### config.mk
export PLATFORM = sky130hd
export DESIGN_NAME = data_cache
export DESIGN_NICKNAME = d
export VERILOG_FILES = /design/src/rtl/data_cache.sv
export SDC_FILE = /design/constraint.sdc
export NUM_CORES = 1
export LEC_CHECK = 0
export CELL_PAD_IN_SITES_DETAIL_PLACEMENT = 0
export CELL_PAD_IN_SITES_GLOBAL_PLACEMENT = 1
export CORE_MARGIN = 5
export CORE_UTILIZATION = 38
export CTS_BUF_LIST = sky130_fd_sc_hd__clkbuf_16
export DETAILED_ROUTE_END_ITERATION = 10
export PLACE_DENSITY = 0.66
export SLEW_MARGIN = 20
export SYNTH_ARGS = -nofsm -noshare
export SYNTH_HDL_FRONTEND = slang
export SYNTH_SLANG_ARGS = --single-unit
### constraint.sdc
create_clock -name clk -period 10.4 [get_ports clk]
set_input_delay 3.12 -clock clk [delete_from_list [all_inputs] [get_ports clk]]
set_output_delay 3.12 -clock clk [all_outputs]
set_load 0.01 [all_outputs]
### src/rtl/data_cache.sv
// Direct-mapped, write-through, no-write-allocate data cache with one 32-bit word per line.
// Load hits return data in the same cycle; misses and stores go through the backing memory.
module data_cache #(
  parameter int INDEX_BITS = 3
) (
  input  logic            clk,
  input  logic            rst_b,
  input  logic [31:0]     core_addr,
  input  logic [0:3][7:0] core_wdata,
  input  logic            core_re,
  input  logic            core_we,
  output logic [0:3][7:0] core_rdata,
  output logic            core_stall,
  output logic [31:0]     mem_addr,
  output logic [0:3][7:0] mem_wdata,
  output logic            mem_req,
  output logic            mem_we,
  input  logic            mem_ack,
  input  logic [0:3][7:0] mem_rdata
);

  localparam int LINES    = 1 << INDEX_BITS;
  localparam int TAG_BITS = 32 - INDEX_BITS - 2;

  typedef enum logic [1:0] {IDLE, FILL, WRITE} state_e;

  state_e                state_q, state_d;
  logic [LINES-1:0]      valid_q, valid_d;
  logic [TAG_BITS-1:0]   tag_q  [LINES];
  logic [31:0]           data_q [LINES];

  logic [INDEX_BITS-1:0] index;
  logic [TAG_BITS-1:0]   tag;
  logic [31:0]           wordAddr;
  logic                  hit;
  logic                  lineWe;
  logic [31:0]           lineWdata;
  logic                  unusedAddrBits;

  assign index          = core_addr[INDEX_BITS+1:2];
  assign tag            = core_addr[31:INDEX_BITS+2];
  assign wordAddr       = {core_addr[31:2], 2'b00};
  assign hit            = valid_q[index] && (tag_q[index] == tag);
  assign unusedAddrBits = ^core_addr[1:0];

  always_ff @(posedge clk or negedge rst_b) begin
    if (!rst_b) begin
      state_q <= IDLE;
      valid_q <= '0;
    end else begin
      state_q <= state_d;
      valid_q <= valid_d;
    end
  end

  // The core holds its request while stalled, so the memory-side outputs can
  // be derived from it combinationally and still stay stable until the ack.
  always_ff @(posedge clk) begin
    if (lineWe) begin
      data_q[index] <= lineWdata;
      tag_q[index]  <= tag;
    end
  end

  always_comb begin
    state_d    = state_q;
    valid_d    = valid_q;
    lineWe     = 1'b0;
    lineWdata  = '0;
    core_stall = 1'b0;
    core_rdata = '0;
    mem_req    = 1'b0;
    mem_we     = 1'b0;
    mem_addr   = '0;
    mem_wdata  = '0;

    case (state_q)
      IDLE: begin
        if (core_we) begin
          core_stall = 1'b1;
          state_d    = WRITE;
        end else if (core_re) begin
          if (hit) begin
            core_rdata = data_q[index];
          end else begin
            core_stall = 1'b1;
            state_d    = FILL;
          end
        end
      end
      FILL: begin
        mem_req  = 1'b1;
        mem_addr = wordAddr;
        if (mem_ack) begin
          lineWe         = 1'b1;
          lineWdata      = mem_rdata;
          valid_d[index] = 1'b1;
          core_rdata     = mem_rdata;
          state_d        = IDLE;
        end else begin
          core_stall = 1'b1;
        end
      end
      WRITE: begin
        mem_req   = 1'b1;
        mem_we    = 1'b1;
        mem_addr  = wordAddr;
        mem_wdata = core_wdata;
        if (mem_ack) begin
          // Write-through without allocation: only a resident line is refreshed.
          lineWe    = hit;
          lineWdata = core_wdata;
          state_d   = IDLE;
        end else begin
          core_stall = 1'b1;
        end
      end
      default: state_d = IDLE;
    endcase

    if (!rst_b) begin
      core_stall = 1'b0;
      core_rdata = '0;
    end
  end

endmodule

==> results.md <==
- Outcome: finished, final reports clean
- Worst reg2reg path depth: 9
- DR WL/cell: 23.4 um
- WL final: 51300 um
- # DRC: 0
- Hold buffer count at cts: 0
- IO Count: 200
- Most common cell after layout, fill and taps aside: edfxtp_1
- Launching element type of the critical path: input port
- Final setup viols: 0
- Clk_lat worst skew: 0.59 ns
- RSZ-0062 raised after global routing: false
- Worst r2r dst: tag_q[1][24]$_DFFE_PP_
- DR vias/cell: 5.37
- CTS tree: done
- Synth unique cells: 58
- Die Ht: 241 um
- Fmax: 0.102 GHz
- Combinational share of power: 16.8%
- I/O Buffers: 195
- WS Path Type: in -> out
- Worst Hold Depth: 1
- Min-delay src: valid_q[0]$_DFFE_PN0P_
- Antenna diodes: 0
- Crit. End Element: primary output
- Largest net degree at the start of global routing: 64
- Setup TNS: 0 ns
- Detailed Routing Iterations Pass 1: 5
- Pre-CTS WS: 0.508 ns
- Initial core utilization: 38.5%
- Tot GR Track Use: 17.5%
- Post-Syn Instances: 1258
- Post-Place Cells: 2101
- Area grow syn2layout: 21.8%
- DR vias: 11800
- Post-DP HPWL: 30000 um
- Relative slew slack: 31.7%
- Min Tclk post-route: 9.79 ns
- Die area: 58100 um2
- Initial antenna violation count: 1
- Tot Pwr: 4.72 mW
- Cell row count: 84
- Fin cells: 2192
- PwrDens: 191 nW/um2
- Clk slew on worst S/H paths: 0.05 ns
- Met3 wire length: 2880 um
- Reg power frac: 47.5%
- Hold crit path type: reg -> reg
- Worst Path Required: 7.28 ns
- FFs w/ async S/R, synth: 2.07%
- Final slew viol count: 0
- Setup bufs post-CTS: 0
- CP Max Fanout: 63
- Sink Count: 482
- Root Buffer: clkbuf_16
- DR top layer: met4
- Core Footprint: 52800 um2
- Vias in the first global route: 12300
- R2r startpoint: tag_q[2][18]$_DFFE_PP_
- Fin nets: 1570
- Max-Cap Viols: 0
- Flop2flop setup slack: 6.27 ns
- Global route total overflow: 0
- Mean Syn Cell Area: 16.1 um2
- Measured slew at the worst slew-check pin: 1.02 ns
- Hold Slack: 0.475 ns
- Sw Share: 25.1%
- Endpoints failing hold: 0
- Sequential fraction of the synthesis area: 71.1%
- First-pass GRT wire length: 76900 um
- H-Tree Depth: 2
- Synth Register Bits: 482
- Synthesized cell area: 20300 um2
- WHS Endpoint: valid_q[0]$_DFFE_PN0P_
- TritonCTS Buffers: 50
- Met2 wire len: 24500 um
- Setup ws final: 0.612 ns
- VDD IR max: 0.115 mV
- Final period utilization: 94.1%
- Most frequent cells in the layout: edfxtp_1 (472), clkdlybuf4s50_1 (192), mux2i_1 (98)
- Post-CTS resize count: 0
- Clock Skews: 0.0287 ns
- ANT nets after route: 0
- Pint: 3.53 mW
- Yosys warns: 0
- Critical Path AT: 6.67 ns
- Share of post-route cells with drive strength above 1: 14.8%
- Clock Power Share: 35.7%
- # fillers: 4616
- M1 WL: 23200 um
- EDFF count, synth: 472
- Ys flop type: edfxtp_1
- Initial DRC count: 832
- GPL Wtd Cong: 0.721
- CTS max path bufs: 3
- NetSw: 1.19 mW
- Leak Pwr: 7.72 nW
- Die Wd: 241 um
[cell type report]
| type | instances | area, um2 | share of cell area, % |
|---|---|---|---|
| Tap cell | 688 | 861 | 3.48 |
| Clock buffer | 50 | 1250 | 5.06 |
| Inverter | 6 | 22.5 | 0.0911 |
| Clock inverter | 41 | 300 | 1.22 |
| Timing Repair Buffer | 241 | 2320 | 9.39 |
| Multi-Input combinational cell | 684 | 5530 | 22.4 |
| Sequential cell | 482 | 14400 | 58.4 |
[how the worst max path moves through the flow]
stage	from	to	slack, ns	depth (start not counted)
final	core_addr[2]	core_rdata[3]	0.61	11
after global placement	core_addr[2]	core_rdata[3]	0.50	11
after floorplan	core_addr[2]	data_q[0][0]$_DFFE_PP_	1.99	11
after global routing	core_addr[2]	core_rdata[13]	0.24	11
after detailed placement	core_addr[2]	core_rdata[3]	0.51	11
after CTS	core_addr[2]	core_rdata[3]	0.49	11
[cell families (layout without fill, tap and decap cells)]
family	count (synthesis)	in the layout	share of synthesized area, %
and+or+nand+nor	234	234	5.98
xor gates and xnor gates	9	9	0.389
AOI/OAI and AO/OA	270	270	9.64
buffers and inverters	93	338	2.20
adders and majority gates	4	4	0.247
DFF	482	482	71.1
muxes	165	165	10.4
other	1	2	0.0185
[critical path, cell delays in order]
cell             delay, ns
buf_8                 0.23
buf_4                 0.83
nor2_1                0.08
a221o_1               0.35
a21oi_2               0.16
xnor2_1               0.15
nor4_4                0.36
nand4_4               0.19
buf_12                0.24
o31ai_2               0.31
clkdlybuf4s50_1       0.60
[synth_stat cells (5+ instances only)]
master / n / area share (%)
o22ai_1: 25 / 0.77
o22a_1: 19 / 0.82
o21ai_0: 54 / 1.3
buf_2: 23 / 0.57
o211ai_1: 6 / 0.22
a22oi_1: 28 / 1.0
nor2_1: 42 / 0.78
nor4_1: 5 / 0.15
nor2b_1: 14 / 0.43
nand3_1: 7 / 0.17
o221ai_1: 15 / 0.65
mux2_2: 32 / 1.8
a211oi_1: 14 / 0.52
and2_1: 63 / 1.9
buf_1: 7 / 0.13
dfrtp_1: 10 / 1.2
xnor2_1: 7 / 0.30
inv_1: 5 / 0.093
o31ai_2: 28 / 1.7
o31a_1: 5 / 0.22
a21oi_1: 45 / 1.1
mux4_2: 34 / 3.8
clkbuf_1: 45 / 0.83
mux2i_1: 98 / 4.8
o21bai_1: 8 / 0.30
a211o_1: 5 / 0.22
nand2_1: 72 / 1.3
edfxtp_1: 472 / 70
and3_1: 10 / 0.31
buf_4: 6 / 0.22
buf_6: 6 / 0.33
[routing by layer]
layer	global-route usage, %	vias to the layer above
met5	0	-
met3	4.00	52
met1	24.8	6041
li1	-	5380
met2	28.2	301
met4	3.09	0
[sequential cells by signal, indices dropped and copies added (netlist names)]
name / count
state_q: 2
tag_q: 216
data_q: 256
valid_q: 8
[metrics by stage]
stage	cell area (um2)	utilization (%)
after floorplan	20300	-
after global routing	24700	46.8
after CTS	24700	46.8
after global placement	23200	43.9
after detailed placement	23200	43.9
final	24700	46.8
[power groups by stage]
stage / Sequential [mW] / Clock (mW) / Combinational (mW)
4_1_cts: 2.24 / 1.73 / 0.811
6_report: 2.24 / 1.68 / 0.795
5_1_grt: 2.24 / 1.81 / 0.865
2_1_floorplan: 2.28 / 0 / 0.401
3_5_place_dp: 2.28 / 0 / 0.808
3_3_place_gp: 2.28 / 0 / 0.800
Power figures use the tool's default switching activity.
